**config.mk**
```make
export PLATFORM = sky130hd
export DESIGN_NAME = sccb_responder
export DESIGN_NICKNAME = d
export VERILOG_FILES = /design/src/rtl/sccb_pkg.sv /design/src/rtl/sccb_line_filter.sv /design/src/rtl/sccb_responder.sv
export SDC_FILE = /design/constraint.sdc
export NUM_CORES = 1
export LEC_CHECK = 0
export ABC_CLOCK_PERIOD_IN_PS = 5220
export BUFFER_PORTS_ARGS = -buffer_cell sky130_fd_sc_hd__clkbuf_2
export CORE_MARGIN = 1
export CORE_UTILIZATION = 57
export CTS_CLUSTER_DIAMETER = 150
export CTS_CLUSTER_SIZE = 16
export DETAILED_ROUTE_END_ITERATION = 10
export HOLD_SLACK_MARGIN = 0.02
export PLACE_DENSITY = 0.86
export SYNTH_ARGS = -nofsm -noshare
export SYNTH_HDL_FRONTEND = slang
export SYNTH_HIERARCHICAL = 1
export SYNTH_SLANG_ARGS = --single-unit
```
**constraint.sdc**
```tcl
create_clock -name clk -period 5.22 [get_ports clk]
set_input_delay 0.522 -clock clk [delete_from_list [all_inputs] [get_ports clk]]
set_output_delay 0.522 -clock clk [all_outputs]
set_load 0.005 [all_outputs]
```
**src/rtl/sccb_pkg.sv**
```systemverilog
// Shared types and constants for the SCCB responder: FSM states, one-hot line
// events and the ACK level.
package sccb_pkg;

  typedef enum logic [3:0] {
    ST_IDLE,
    ST_DEV_ADDR,
    ST_DEV_ACK,
    ST_SUB_ADDR,
    ST_SUB_ACK,
    ST_WR_DATA,
    ST_WR_ACK,
    ST_RD_DATA,
    ST_RD_ACK,
    ST_WAIT_STOP
  } sccb_state_t;

  typedef enum logic [3:0] {
    EV_NONE  = 4'b0000,
    EV_START = 4'b0001,
    EV_STOP  = 4'b0010,
    EV_RISE  = 4'b0100,
    EV_FALL  = 4'b1000
  } sccb_event_t;

  localparam logic ACK_LEVEL = 1'b0;

endpackage

```
**src/rtl/sccb_line_filter.sv**
```systemverilog
// SIOC/SIOD conditioning: 2-flop synchronizer, FILTER_LEN-sample glitch filter
// and a single one-hot bus event per clock derived from the filtered lines.
module sccb_line_filter
  import sccb_pkg::*;
#(
  parameter int unsigned FILTER_LEN = 3
) (
  input  logic        clk,
  input  logic        rst,
  input  logic        sioc_in,
  input  logic        siod_in,
  output logic        siod_filt,
  output sccb_event_t ev
);

  localparam logic [3:0] LAST = 4'(FILTER_LEN - 1);

  // Index 0 = SIOC, index 1 = SIOD.
  logic [1:0] w_raw;
  logic [1:0] r_sync0;
  logic [1:0] r_sync1;
  logic [1:0] r_filt;
  logic [1:0] r_prev;
  logic [3:0] r_cnt [2];

  assign w_raw = {siod_in, sioc_in};

  always_ff @(posedge clk) begin
    if (rst) begin
      r_sync0 <= '1;
      r_sync1 <= '1;
      r_filt  <= '1;
      r_prev  <= '1;
      for (int unsigned i = 0; i < 2; i++) r_cnt[i] <= '0;
    end else begin
      r_sync0 <= w_raw;
      r_sync1 <= r_sync0;
      r_prev  <= r_filt;
      for (int unsigned i = 0; i < 2; i++) begin
        if (r_sync1[i] == r_filt[i]) begin
          r_cnt[i] <= '0;
        end else if (r_cnt[i] == LAST) begin
          r_filt[i] <= r_sync1[i];
          r_cnt[i]  <= '0;
        end else begin
          r_cnt[i] <= r_cnt[i] + 4'd1;
        end
      end
    end
  end

  // SIOD transitions with SIOC high win over a coincident SIOC edge.
  always_comb begin
    ev = EV_NONE;
    if (r_filt[0] && r_prev[1] && !r_filt[1])
      ev = EV_START;
    else if (r_filt[0] && !r_prev[1] && r_filt[1])
      ev = EV_STOP;
    else if (!r_prev[0] && r_filt[0])
      ev = EV_RISE;
    else if (r_prev[0] && !r_filt[0])
      ev = EV_FALL;
  end

  assign siod_filt = r_filt[1];

endmodule

```
**src/rtl/sccb_responder.sv**
```systemverilog
// SCCB target: decodes 3-phase writes and 2-phase reads into an 8-bit register
// port. Define SCCB_AUTOINC_EN for burst writes/reads with pointer autoincrement.
module sccb_responder
  import sccb_pkg::*;
#(
  parameter logic [7:0]  DEV_ADDR   = 8'h42,
  parameter int unsigned FILTER_LEN = 3
) (
  input  logic       clk,
  input  logic       rst,
  input  logic       sioc_in,
  input  logic       siod_in,
  output logic       siod_drive_low,
  output logic [7:0] reg_addr,
  output logic [7:0] reg_wdata,
  output logic       reg_we,
  input  logic [7:0] reg_rdata,
  output logic       busy
);

  localparam logic ACK_DRIVE = !ACK_LEVEL;

  logic        w_siod;
  sccb_event_t w_ev;
  logic [7:0]  w_byte;

  sccb_state_t r_state;
  logic [3:0]  r_bitcnt;
  logic [7:0]  r_shift;
  logic        r_rw;
  logic        r_drive;
  logic [7:0]  r_reg_addr;
  logic [7:0]  r_reg_wdata;
  logic        r_reg_we;
  logic        r_busy;
`ifdef SCCB_AUTOINC_EN
  logic        r_nack;
`endif

  sccb_line_filter #(.FILTER_LEN(FILTER_LEN)) u_filter (
    .clk       (clk),
    .rst       (rst),
    .sioc_in   (sioc_in),
    .siod_in   (siod_in),
    .siod_filt (w_siod),
    .ev        (w_ev)
  );

  assign w_byte = {r_shift[6:0], w_siod};

  always_ff @(posedge clk) begin
    if (rst) begin
      r_state     <= ST_IDLE;
      r_bitcnt    <= '0;
      r_shift     <= '0;
      r_rw        <= 1'b0;
      r_drive     <= 1'b0;
      r_reg_addr  <= '0;
      r_reg_wdata <= '0;
      r_reg_we    <= 1'b0;
      r_busy      <= 1'b0;
`ifdef SCCB_AUTOINC_EN
      r_nack      <= 1'b1;
`endif
    end else begin
      r_reg_we <= 1'b0;
      if (w_ev == EV_STOP) begin
        r_state  <= ST_IDLE;
        r_drive  <= 1'b0;
        r_busy   <= 1'b0;
        r_bitcnt <= '0;
      end else if (w_ev == EV_START) begin
        r_state  <= ST_DEV_ADDR;
        r_drive  <= 1'b0;
        r_bitcnt <= '0;
      end else begin
        case (r_state)
          // The three master-to-responder byte phases share one shifter.
          ST_DEV_ADDR, ST_SUB_ADDR, ST_WR_DATA: begin
            if (w_ev == EV_RISE && r_bitcnt != 4'd8) begin
              r_shift  <= w_byte;
              r_bitcnt <= r_bitcnt + 4'd1;
              if (r_bitcnt == 4'd7) begin
                if (r_state == ST_SUB_ADDR) r_reg_addr <= w_byte;
                if (r_state == ST_WR_DATA) begin
                  r_reg_wdata <= w_byte;
                  r_reg_we    <= 1'b1;
                end
              end
            end else if (w_ev == EV_FALL && r_bitcnt == 4'd8) begin
              r_bitcnt <= '0;
              if (r_state == ST_DEV_ADDR) begin
                if (r_shift[7:1] == DEV_ADDR[7:1]) begin
                  r_state <= ST_DEV_ACK;
                  r_drive <= ACK_DRIVE;
                  r_busy  <= 1'b1;
                  r_rw    <= r_shift[0];
                end else begin
                  r_state <= ST_WAIT_STOP;
                end
              end else begin
                r_state <= (r_state == ST_SUB_ADDR) ? ST_SUB_ACK : ST_WR_ACK;
                r_drive <= ACK_DRIVE;
              end
            end
          end
          ST_DEV_ACK: begin
            if (w_ev == EV_FALL) begin
              r_bitcnt <= '0;
              if (r_rw) begin
                r_state <= ST_RD_DATA;
                r_shift <= reg_rdata;
                r_drive <= ~reg_rdata[7];
              end else begin
                r_state <= ST_SUB_ADDR;
                r_drive <= 1'b0;
              end
            end
          end
          ST_SUB_ACK: begin
            if (w_ev == EV_FALL) begin
              r_state <= ST_WR_DATA;
              r_drive <= 1'b0;
            end
          end
          ST_WR_ACK: begin
            if (w_ev == EV_FALL) begin
              r_drive <= 1'b0;
`ifdef SCCB_AUTOINC_EN
              r_state    <= ST_WR_DATA;
              r_bitcnt   <= '0;
              r_reg_addr <= r_reg_addr + 8'd1;
`else
              r_state <= ST_WAIT_STOP;
`endif
            end
          end
          ST_RD_DATA: begin
            if (w_ev == EV_RISE && r_bitcnt != 4'd8) begin
              r_bitcnt <= r_bitcnt + 4'd1;
            end else if (w_ev == EV_FALL) begin
              if (r_bitcnt == 4'd8) begin
                r_state  <= ST_RD_ACK;
                r_drive  <= 1'b0;
                r_bitcnt <= '0;
              end else begin
                r_shift <= {r_shift[6:0], 1'b0};
                r_drive <= ~r_shift[6];
              end
            end
          end
          ST_RD_ACK: begin
`ifdef SCCB_AUTOINC_EN
            // Pointer moves at the ACK rise so reg_rdata has settled by the FALL.
            if (w_ev == EV_RISE) begin
              r_nack <= w_siod;
              if (w_siod == ACK_LEVEL) r_reg_addr <= r_reg_addr + 8'd1;
            end else if (w_ev == EV_FALL) begin
              if (r_nack != ACK_LEVEL) begin
                r_state <= ST_WAIT_STOP;
              end else begin
                r_state  <= ST_RD_DATA;
                r_shift  <= reg_rdata;
                r_drive  <= ~reg_rdata[7];
                r_bitcnt <= '0;
              end
            end
`else
            if (w_ev == EV_FALL) r_state <= ST_WAIT_STOP;
`endif
          end
          default: ;
        endcase
      end
    end
  end

  assign siod_drive_low = r_drive;
  assign reg_addr       = r_reg_addr;
  assign reg_wdata      = r_reg_wdata;
  assign reg_we         = r_reg_we;
  assign busy           = r_busy;

endmodule

```
After elaboration in Yosys (flattened, before gate mapping) --
Memories as Yosys holds them, arrays and structs flattened. Cells that the tools add are included.
Cells by class: $add $sub $neg 3, eq/ne operators 44, mux-type cells 74, bitwise gates (word level) 15, reduce and logical (&&, ||, !) cells 33
Operators by type and width (number):
- 4-bit two-way mux | 26
- 8-bit two-way mux | 6
- 1-bit two-way mux | 36
- 3-bit inequality test (second input constant) | 11
- 9-bit AND reduction | 3
- 4-bit by 3-bit == test with 1-bit output (second input constant) | 6
- 8-bit case mux with 3 select lines | 1
- 4-bit by 2-bit == test with 1-bit output (second input constant) | 5
- 2-bit inequality test (second input constant) | 10
- 4-bit case mux with 5 select lines | 1
- 6-bit AND reduction | 3
- 4-bit by 1-bit adder with 4-bit output (second input constant) | 3
- 4-bit == test (second input constant) | 3
- 4-bit case mux with 3 select lines | 1
- 1-bit inverter | 9
- 4-bit by 1-bit == test with 1-bit output (second input constant) | 2
- 1-bit logical AND | 8
- 8-bit AND reduction | 1
- 7-bit by 6-bit == test with 1-bit output (second input constant) | 1
- 7-bit AND reduction | 1
- 1-bit bitwise OR | 6
- 6-bit nonzero test | 1
- 2-bit OR reduction | 3
- 3-bit OR reduction | 2
- 14 further kinds | 20
Storage, ports and cells: flip-flop bits (word level) 44, memory bits (writable) 8, bits of input ports 12, output and inout port bits 19, logic and storage cells 185, memories kept 1
Memory list:
- u_filter.r_cnt | depth 2, width 4, read ports 2, clocked after memory_dff 0, write ports 2, RTL line sccb_line_filter.sv:24 | logic [3:0] r_cnt [2];

Longest topological paths before layout --
Gate-level depths: netlist (run 1).
word-level depth 12, gate-level depth with buffers 9, mapped depth without buffers 7

Hierarchy --
Netlist (run 1), hierarchy kept.
By module, submodules not included:
- sccb_responder | instances 1, cells an instance 250, area an instance 2047.0 µm², seq. area each 720.7 µm²
- sccb_line_filter | instances 1, cells an instance 60, area an instance 688.2 µm², seq. area each 400.4 µm²

Worst setup path before layout (run 1) --
OpenSTA, ideal clock, no wires.
path kind reg2reg, from register u_filter.r_filt[1], to register r_bitcnt[3], setup time 0.141 ns, arrival 2.246 ns, required time 5.079 ns, slack 2.832 ns, stages on the path, launching flop included 8, path buffers 0, period minus slack after synthesis 2.388 ns, cell sequence dfxtp_1 > xor2_1 > nor3_1 > or4b_2 > nor3_1 > o21ai_0 > o21ai_0 > a311oi_1
Between the ends: longest elaborated chain between the ends 7, elaborated cells between the ends (all ways) 20, those cells by class eq/ne: 8; mux: 5; reduce/logical: 7
Ends and longest elaborated chain:
- start, declared | RTL line sccb_line_filter.sv:22 | logic [1:0] r_filt;
- start signal, assigned by index | RTL line sccb_line_filter.sv:43 | r_filt[i] <= r_sync1[i];
- 1-bit logical AND / 1-bit zero test (equally long branches) | RTL line sccb_line_filter.sv:57, sccb_line_filter.sv:55
- 4-bit two-way mux / 1-bit logical AND (equally long branches) | RTL line sccb_line_filter.sv:57, sccb_line_filter.sv:55
- 4-bit two-way mux * | RTL line sccb_line_filter.sv:55 | if (r_filt[0] && r_prev[1] && !r_filt[1])
- named net w_ev[2] | RTL line sccb_responder.sv:24 | sccb_event_t w_ev;
- 4-bit by 3-bit == test with 1-bit output / 4-bit == test (equally long branches)
- 1-bit logical AND (on tied branches) | RTL line sccb_responder.sv:80, sccb_responder.sv:139, sccb_responder.sv:90
- 3-bit inequality test (no source line) (tied with other cells)
- 5-bit AND reduction (no source line) / 4-bit case mux with 3 select lines (equally long branches)
- end signal, assigned | RTL line sccb_responder.sv:82 | r_bitcnt <= r_bitcnt + 4'd1;
- end signal, assigned | RTL line sccb_responder.sv:140 | r_bitcnt <= r_bitcnt + 4'd1;
- end, declared | RTL line sccb_responder.sv:28 | logic [3:0] r_bitcnt;
Mark *: on every way through the listed nets, which the timed path passes. The rest lies on a longest branch. A chain may end at the register's enable or synchronous reset.

Worst setup path after layout (run 1) --
from register u_filter.r_filt[1], to register r_reg_wdata[6], in the netlist reg_wdata[6]
Between the ends: longest elaborated chain between the ends 6, elaborated cells between the ends (all ways) 12, those cells by class eq/ne: 3; mux: 2; bitwise: 2; reduce/logical: 5
Ends and longest elaborated chain:
- 1-bit logical AND / 1-bit zero test (equally long branches) | RTL line sccb_line_filter.sv:57, sccb_line_filter.sv:55
- 4-bit two-way mux / 1-bit logical AND (equally long branches) | RTL line sccb_line_filter.sv:57, sccb_line_filter.sv:55
- 4-bit two-way mux * | RTL line sccb_line_filter.sv:55
- named net w_ev[2] | RTL line sccb_responder.sv:24
- 4-bit by 3-bit == test with 1-bit output (tied with other cells) | RTL line sccb_responder.sv:80 | if (w_ev == EV_RISE && r_bitcnt != 4'd8) begin
- 1-bit logical AND / 1-bit inverter (equally long branches)
- 6-bit AND reduction (no source line) *
- end signal, assigned | RTL line sccb_responder.sv:86 | r_reg_wdata <= w_byte;
- end, declared | RTL line sccb_responder.sv:33 | logic [7:0] r_reg_wdata;
Marked as above.

==> flow_metrics.tcl, run 1 <==
set metrics [dict create \
    drv_cap 0 \
    vias 2337 \
    cts_resized 0 \
    place_inst 381 \
    critPathBufInv 1 \
    synth_edf_count 8 \
    row_count 24 \
    violations "design-rule violations" \
    power.density_nw_per_um2 332 \
    post_drt_wl_per_cell_um 15.0 \
    reg2reg_to "reg_wdata[6]" \
    cp.required_ps 5390 \
    p_int_uw 693 \
    relSlewSlack_pct 27.3 \
    drv_slew 0 \
    p_leak_uw 0.00115 \
    htree_levels 2 \
    die_h_um 71.3 \
    startpoint "u_filter/r_filt[1]" \
    crit_end "reg_wdata[6]" \
    via_per_inst 6.01 \
    syn_inst 310 \
    cts_tree "done" \
    synth_area_per_cell_um2 8.82 \
    globalRouteOverflowTotal 0 \
    path_depth 8 \
    slowest_delay_ps 600 \
    p_seq_share_pct 47.5 \
    async_flop_share_pct 0 \
    drive_above_1_share_pct 16.0 \
    cp-start-kind "flip-flop" \
    status "finished, violations left" \
    path_class "flip-flop to flip-flop" \
    instances_no_fill 389 \
    hold_path.class "primary input to flip-flop" \
    antenna_found_initial 0 \
    fp.dieW_um 71.3 \
    gp_congestion 0.893 \
    cts-root-buf "clkbuf_8" \
    seqCellArea_um2 1120 \
    clockPowerShare_pct 29.9 \
    numClockSinks 52 \
    switching_share_pct 31.0 \
    grt_pass1_vias 2119 \
    synth_warnings 6 \
    areaGrowthSynthToFinish_pct 10.7 \
    grt_max_degree 41 \
    final_common_cell "dfxtp_1" \
    hold_buffers 0 \
    fin_tns_setup_ps 0 \
    multi_input_area_um2 1510 \
    grt_first_pass_wirelength_um 9810 \
    grtUsageTotal_pct 24.3 \
    ioPinCount 31 \
    finClkSkew_ps 5.52 \
    reg2regPathDepth 8 \
    fin_total_pwr_uw 1000 \
    rr_startpoint "u_filter/r_filt[1]" \
    hold_violations 0 \
    wl_um 5820 \
    fmax_mhz 315 \
    end_kind "flip-flop" \
    antenna_cells 0 \
    numPortBuffers 30 \
    cpLargestDelayFamily "simple AND/OR/NAND/NOR gates" \
    setup-violations-final 0 \
    worstPathArrival_ps 3350 \
    peakVddDrop_uv 227 \
    post-route-min-period_ps 3170 \
    dr.first_iter.drc_count 228 \
    dpl.hpwl_um 3900 \
    ant_nets 0 \
    fillCellCount 345 \
    timing.final.crit_share_pct 60.8 \
    start_util_pct 61.1 \
    rsz0062_at_grt "no" \
    core_area_um2 4470 \
    drc 1 \
    final_cell_mix "dfxtp_1, nor2_1, clkbuf_2, nand2_1" \
    cp_max_fo 8 \
    drt_pass1_iterations 8 \
    synth-main-ff-cell "dfxtp_1" \
    syn_area_um2 2740 \
    rrSetupSlack_ps 2050 \
    path_clk_slew_ps 90 \
    synth_seq_area_share_pct 41.0 \
    clockBufferDepth 2 \
    cpMaxStageDelayCell "nor4b_2" \
    die_area_um2 5080 \
    switchingPower_uw 311 \
    worstSkewPairLatency_ps 310 \
    ys_types 50 \
    cts_made_buffers 5 \
    crit_path_cell_trace "xor2_1 > nor3_1 > nor4b_2 > nand4_1 > nor3b_1 > buf_4 > mux2i_1 > nor2_1" \
    combPwrFrac_pct 22.5 \
    worst_slew_pin_slew_ps 1090 \
    fin_nets 354 \
    cts_setup_buffers 0 \
    ys_ff_latch 52 \
]
[cell type report]
class	instances	share of cell area, %
multi-input cells	235	49.9
flip-flops and latches	52	37.0
repair buffers	32	5.45
clock buffers	7	3.22
well taps	52	2.15
inverters	10	1.24
clock inverters	1	0.992
[worst min-delay path by stage]
stage	start	end	slack, ps	depth (start not counted)
2_1_floorplan	u_filter/r_sync0[0]	u_filter/r_sync1[0]	390	1
3_3_place_gp	u_filter/r_sync0[1]	u_filter/r_sync1[1]	400	1
3_5_place_dp	u_filter/r_sync0[0]	u_filter/r_sync1[0]	400	1
4_1_cts	sioc_in	u_filter/r_sync0[0]	380	2
5_1_grt	siod_in	u_filter/r_sync0[1]	400	2
6_report	sioc_in	u_filter/r_sync0[0]	390	2
[Yosys cell counts, types with 8 or more instances]
cell | number | area (µm²)
mux2i_1 | 20 | 200
dfxtp_1 | 44 | 881
nand3_1 | 8 | 40.0
a21oi_1 | 18 | 90.1
edfxtp_1 | 8 | 240
nor3_1 | 8 | 40.0
inv_1 | 10 | 37.5
nor2_1 | 35 | 131
nand2_1 | 22 | 82.6
clkbuf_1 | 12 | 45.0
o21ai_0 | 20 | 100
[metrics by stage]
step | util [%] | hold WS, ps | area (µm²) | setup WS (ps)
floorplan | - | 389 | 2760 | 2830
global placement | 64.8 | 395 | 2900 | 2400
detailed placement | 64.8 | 402 | 2900 | 2140
CTS | 67.7 | 384 | 3030 | 2100
global route | 67.7 | 397 | 3030 | 1880
finish | 67.7 | 390 | 3030 | 2050
[power groups by stage]
stage / Clock [µW] / Sequential [µW] / Combinational (µW)
after floorplan: 0 / 446 / 216
after global placement: 0 / 483 / 215
after detailed placement: 0 / 484 / 219
after CTS: 306 / 475 / 222
after global routing: 317 / 484 / 252
final: 301 / 477 / 226
[flip-flops by register name (all words and copies together) (netlist names)]
signal	flops
r_bitcnt	4
u_filter/r_cnt	8
u_filter/r_filt	2
r_rw	1
reg_we	1
u_filter/r_sync0	2
r_state	4
u_filter/r_sync1	2
siod_drive_low	1
busy	1
u_filter/r_prev	2
r_shift	8
reg_wdata	8
reg_addr	8
[per-layer routing]
metal	track usage (%)	up-vias	routed length (µm)
li1	-	1153	-
met1	33.4	1062	2510
met2	38.5	106	2830
met3	3.52	16	369
met4	10.0	0	115
met5	0	-	0
[cells by family after synthesis]
kind of cell	after synthesis	synth area share, %
XOR/XNOR	10	3.20
multiplexers	20	7.32
AND/OR/NAND/NOR	119	23.5
flip-flops	52	41.0
adder cells (fa/ha/maj)	6	2.74
buffers and inverters	30	4.94
AO/OA/AOI/OAI	72	17.2
other	1	0.137
Note: power is estimated with default switching activity, not from simulation.
==> run 2: changes to the inputs <==
--- a/config.mk
+++ b/config.mk
@@ -5,7 +5,7 @@
 export SDC_FILE = /design/constraint.sdc
 export NUM_CORES = 1
 export LEC_CHECK = 0
-export ABC_CLOCK_PERIOD_IN_PS = 5220
+export ABC_CLOCK_PERIOD_IN_PS = 3200
 export BUFFER_PORTS_ARGS = -buffer_cell sky130_fd_sc_hd__clkbuf_2
 export CORE_MARGIN = 1
 export CORE_UTILIZATION = 57
==> constraint.sdc (replaced) <==
create_clock -name clk -period 3.2 [get_ports clk]
set_input_delay 0.32 -clock clk [delete_from_list [all_inputs] [get_ports clk]]
set_output_delay 0.32 -clock clk [all_outputs]
set_load 0.005 [all_outputs]
==> run 2 against run 1 <==
  * The run still ends with design-rule violations left
  * Worst hold slack got worse by 200 ps
  * Core utilization about the same
  * Sequential share of layout area about the same
  * Register-to-register slack got worse by 1800 ps
  * Clock power increased by 27%
  * Combinational power increased by 69%
  * Critical endpoint is now reg_addr[0]
  * Largest cell class unchanged
  * Largest power group unchanged
  * Highest routed layer unchanged
==> flow_metrics.tcl, run 2 (synthesis results as in run 1) <==
set metrics [dict create \
    drv_slew 0 \
    cts_tree "done" \
    dpl.hpwl_um 4160 \
    ioPinCount 31 \
    die_h_um 71.3 \
    critPathBufInv 1 \
    dr_wl_met2_um 2890 \
    relSlewSlack_pct 52.2 \
    cts_made_buffers 5 \
    p_leak_uw 0.00116 \
    fillCellCount 371 \
    hold_buffers 0 \
    peakVddDrop_uv 376 \
    cts_setup_buffers 0 \
    power.density_nw_per_um2 507 \
    fp.dieW_um 71.3 \
    cpMaxStageDelayCell "nor4b_2" \
    dr.first_iter.drc_count 210 \
    drive_above_1_share_pct 17.5 \
    instances_no_fill 394 \
    grt_max_degree 41 \
    fin_tns_setup_ps 0 \
    finClkSkew_ps 12.5 \
    final_cell_mix "dfxtp_1, nor2_1, clkbuf_2, nand2_1" \
    core_area_um2 4470 \
    numClockSinks 52 \
    fin_nets 359 \
    clockBufferDepth 2 \
    drt_pass1_iterations 7 \
    antenna_found_initial 0 \
    setup-violations-final 0 \
    violations "design-rule violations" \
    cts-root-buf "clkbuf_8" \
    cp-start-kind "flip-flop" \
    drv_cap 0 \
    worstSkewPairLatency_ps 310 \
    wl_um 5830 \
    antenna_cells 0 \
    whs_ps 188 \
    start_util_pct 61.1 \
    post_drt_wl_per_cell_um 14.8 \
    numPortBuffers 30 \
    post-route-min-period_ps 2950 \
    grt_first_pass_wirelength_um 9660 \
    via_per_inst 5.88 \
    vias 2317 \
    row_count 24 \
    status "finished, violations left" \
    areaGrowthSynthToFinish_pct 10.8 \
    grtUsageTotal_pct 24.0 \
    grt_pass1_vias 2173 \
    cts_resized 0 \
    worstPathArrival_ps 3140 \
    rsz0062_at_grt "no" \
    path_class "flip-flop to flip-flop" \
    end_kind "flip-flop" \
    gp_congestion 0.889 \
    wl_met1_um 2520 \
    timing.final.crit_share_pct 92.2 \
    path_clk_slew_ps 100 \
    crit_path_cell_trace "xor2_1 > nor3_1 > nor4b_2 > nand4_1 > nor3b_1 > buf_4 > mux2i_1 > nor2_1" \
    htree_levels 2 \
    hold_path.class "primary input to flip-flop" \
    drc 1 \
    cp.required_ps 3390 \
    fmax_mhz 339 \
    top_layer "met4" \
    routed-wl-met3_um 337 \
    hold_violations 0 \
    globalRouteOverflowTotal 0 \
    cp_max_fo 8 \
    place_inst 386 \
    ant_nets 0 \
    final_common_cell "dfxtp_1" \
    die_area_um2 5080 \
    worst_slew_pin_slew_ps 711 \
    slowest_delay_ps 600 \
    cpLargestDelayFamily "simple AND/OR/NAND/NOR gates" \
]
run 2: cell count changes in the layout (fill, tap and decap cells not counted):
cell / before / now
clkinv_4: 0 / 1
clkbuf_16: 1 / 0
bufinv_16: 1 / 0
clkinv_2: 0 / 1
clkbuf_1: 1 / 0
inv_6: 0 / 1
buf_4: 2 / 7
run 2: power breakdown:
| part | internal [µW] | total (µW) | switching [µW] |
|---|---|---|---|
| logic | 162 | 382 | 220 |
| registers | 695 | 770 | 74.6 |
| clock network | 157 | 383 | 226 |
run 2: routing by layer:
metal	vias to the layer above	GRT usage, %
met3	11	5.20
met2	71	40.4
met4	0	9.11
li1	1159	-
met5	-	0
met1	1076	30.2
run 2: layout make-up:
class / count / area [µm²] / area share [%]
repair buffers: 37 / 203 / 6.69
flip-flops and latches: 52 / 1120 / 37.0
multi-input cells: 235 / 1510 / 49.9
clock buffers: 5 / 68.8 / 2.27
inverters: 10 / 37.5 / 1.24
clock inverters: 3 / 22.5 / 0.743
well taps: 52 / 65.1 / 2.15
run 2: worst paths after layout:
| kind | start | end | slack (ps) | cells after the start |
|---|---|---|---|---|
| min | siod_in | u_filter/r_sync0[1] | 190 | 2 |
| min reg2reg | u_filter/r_sync0[1] | u_filter/r_sync1[1] | 420 | 1 |
| max reg2reg | u_filter/r_filt[1] | reg_addr[0] | 250 | 8 |
| max | u_filter/r_filt[1] | reg_addr[0] | 250 | 8 |
run 2: metrics by stage:
stage                     cell area [µm²]  setup slack, ps  util, %  total power, µW
final                                3030              248     67.7             1540
after global routing                 3030             81.1     67.7             1620
after CTS                            3030              292     67.7             1530
after detailed placement             2940              306     65.7             1160
after global placement               2940              424     65.7             1150
after floorplan                      2760              812        -             1080
==> run 3: changes to the inputs <==
--- a/config.mk
+++ b/config.mk
@@ -8,12 +8,12 @@
 export ABC_CLOCK_PERIOD_IN_PS = 3200
 export BUFFER_PORTS_ARGS = -buffer_cell sky130_fd_sc_hd__clkbuf_2
 export CORE_MARGIN = 1
-export CORE_UTILIZATION = 57
+export CORE_UTILIZATION = 58
 export CTS_CLUSTER_DIAMETER = 150
 export CTS_CLUSTER_SIZE = 16
 export DETAILED_ROUTE_END_ITERATION = 10
 export HOLD_SLACK_MARGIN = 0.02
-export PLACE_DENSITY = 0.86
+export PLACE_DENSITY = 0.87
 export SYNTH_ARGS = -nofsm -noshare
 export SYNTH_HDL_FRONTEND = slang
 export SYNTH_HIERARCHICAL = 1
==> run 3 against run 2 <==
  * The flow still finishes with violations (design-rule violations)
  * First-iteration DRC count rose by 78%
  * Clock skew down 3.0 ps
  * Wire length up 2.1%
  * Global-route usage rose by 1.1 points
  * Via count increased by 2.9%
  * Sequential cell count did not move
  * Cell count stayed put
  * Worst hold slack improved by 6.9 ps
  * Critical path depth stayed put
==> flow_metrics.tcl, run 3 (synthesis results as in run 1) <==
set metrics [dict create \
    via_per_inst 6.05 \
    fin_total_pwr_uw 1520 \
    cts_setup_buffers 0 \
    path_class "flip-flop to flip-flop" \
    grt_first_pass_wirelength_um 10200 \
    path_clk_slew_ps 100 \
    cp_max_fo 16 \
    ioPinCount 31 \
    core_area_um2 4440 \
    fin_nets 359 \
    p_seq_share_pct 50.9 \
    hold_violations 0 \
    drt_pass1_iterations 8 \
    globalRouteOverflowTotal 0 \
    antenna_cells 0 \
    grtUsageTotal_pct 25.1 \
    dpl.hpwl_um 4080 \
    status "finished, violations left" \
    end_kind "flip-flop" \
    p_int_uw 1010 \
    drive_above_1_share_pct 17.3 \
    cts_tree "done" \
    finClkSkew_ps 9.53 \
    hold_buffers 0 \
    worstPathArrival_ps 3130 \
    fin_ws_ps 287 \
    clockPowerShare_pct 24.2 \
    fmax_mhz 343 \
    cts-root-buf "clkbuf_8" \
    worstSkewPairLatency_ps 310 \
    grt_pass1_vias 2175 \
    numClockSinks 52 \
    htree_levels 2 \
    cts_resized 0 \
    vias 2385 \
    combPwrFrac_pct 24.9 \
    cp.required_ps 3420 \
    instances_no_fill 394 \
    place_inst 386 \
    switchingPower_uw 507 \
    rsz0062_at_grt "no" \
    grt_max_degree 41 \
    p_leak_uw 0.00116 \
    post_drt_wl_per_cell_um 15.1 \
    row_count 24 \
    final_common_cell "dfxtp_1" \
    switching_share_pct 33.4 \
    clockBufferDepth 2 \
    die_h_um 70.7 \
    fin_tns_setup_ps 0 \
    drv_slew 0 \
    drv_cap 0 \
    setup-violations-final 0 \
    power.density_nw_per_um2 502 \
    relSlewSlack_pct 45.1 \
    numPortBuffers 30 \
    ant_nets 0 \
    wl_um 5950 \
    fp.dieW_um 70.7 \
    final_cell_mix "dfxtp_1, nor2_1, clkbuf_2, nand2_1" \
    antenna_found_initial 0 \
    dr.first_iter.drc_count 373 \
    worst_slew_pin_slew_ps 817 \
    areaGrowthSynthToFinish_pct 10.5 \
    drc 2 \
    die_area_um2 4990 \
    cp-start-kind "flip-flop" \
    gp_congestion 0.863 \
    peakVddDrop_uv 322 \
    timing.final.crit_share_pct 91.0 \
    post-route-min-period_ps 2910 \
    cts_made_buffers 5 \
    violations "design-rule violations" \
    start_util_pct 61.5 \
    pre_cts_ws_ps 416 \
    hold_path.class "primary input to flip-flop" \
]
## run 3: power groups by stage
| stage | sequential [µW] | clock [µW] | combinational, µW |
|---|---|---|---|
| after global placement | 783 | 0 | 360 |
| after CTS | 769 | 371 | 371 |
| after detailed placement | 783 | 0 | 365 |
| after global routing | 780 | 397 | 417 |
| after floorplan | 728 | 0 | 353 |
| final | 773 | 367 | 378 |
## run 3: metal layers
metal / routed length (µm) / track usage, % / share of wire, %
met5: 0 / 0 / 0
met4: 77 / 7.78 / 1.3
met3: 347 / 5.27 / 5.8
met2: 2850 / 39.9 / 48
met1: 2670 / 34.7 / 45
## run 3: critical path, cell delays in order (launching register included)
cell	delay, ps
dfxtp_1	480
xor2_1	110
nor3_1	640
nor4b_2	400
buf_4	200
xnor2_1	140
a31oi_2	270
or3_1	440
a21oi_1	140
## run 3: final timing paths
kind / cells past startpoint / startpoint / endpoint / slack [ps]
hold / removal: 2 / siod_in / u_filter/r_sync0[1] / 190
setup / recovery: 8 / u_filter/r_filt[1] / r_shift[0] / 290
hold reg to reg: 1 / u_filter/r_sync0[0] / u_filter/r_sync1[0] / 420
setup reg to reg: 8 / u_filter/r_filt[1] / r_shift[0] / 290
## run 3: area by class of cell
type,instances,area (µm²)
Timing Repair Buffer,37,203
Multi-Input combinational cell,235,1510
Sequential cell,52,1120
Clock inverter,2,11.3
Clock buffer,6,72.6
Fill cell,377,1420
Inverter,10,37.5
Tap cell,52,65.1
## run 3: metrics by stage
stage          hold slack [ps]  utilization, %  cell area (µm²)
6_report                   194            68.0             3020
5_1_grt                    195            68.0             3020
4_1_cts                    197            68.0             3020
3_5_place_dp               398            66.1             2940
3_3_place_gp               394            66.1             2940
2_1_floorplan              389               -             2760
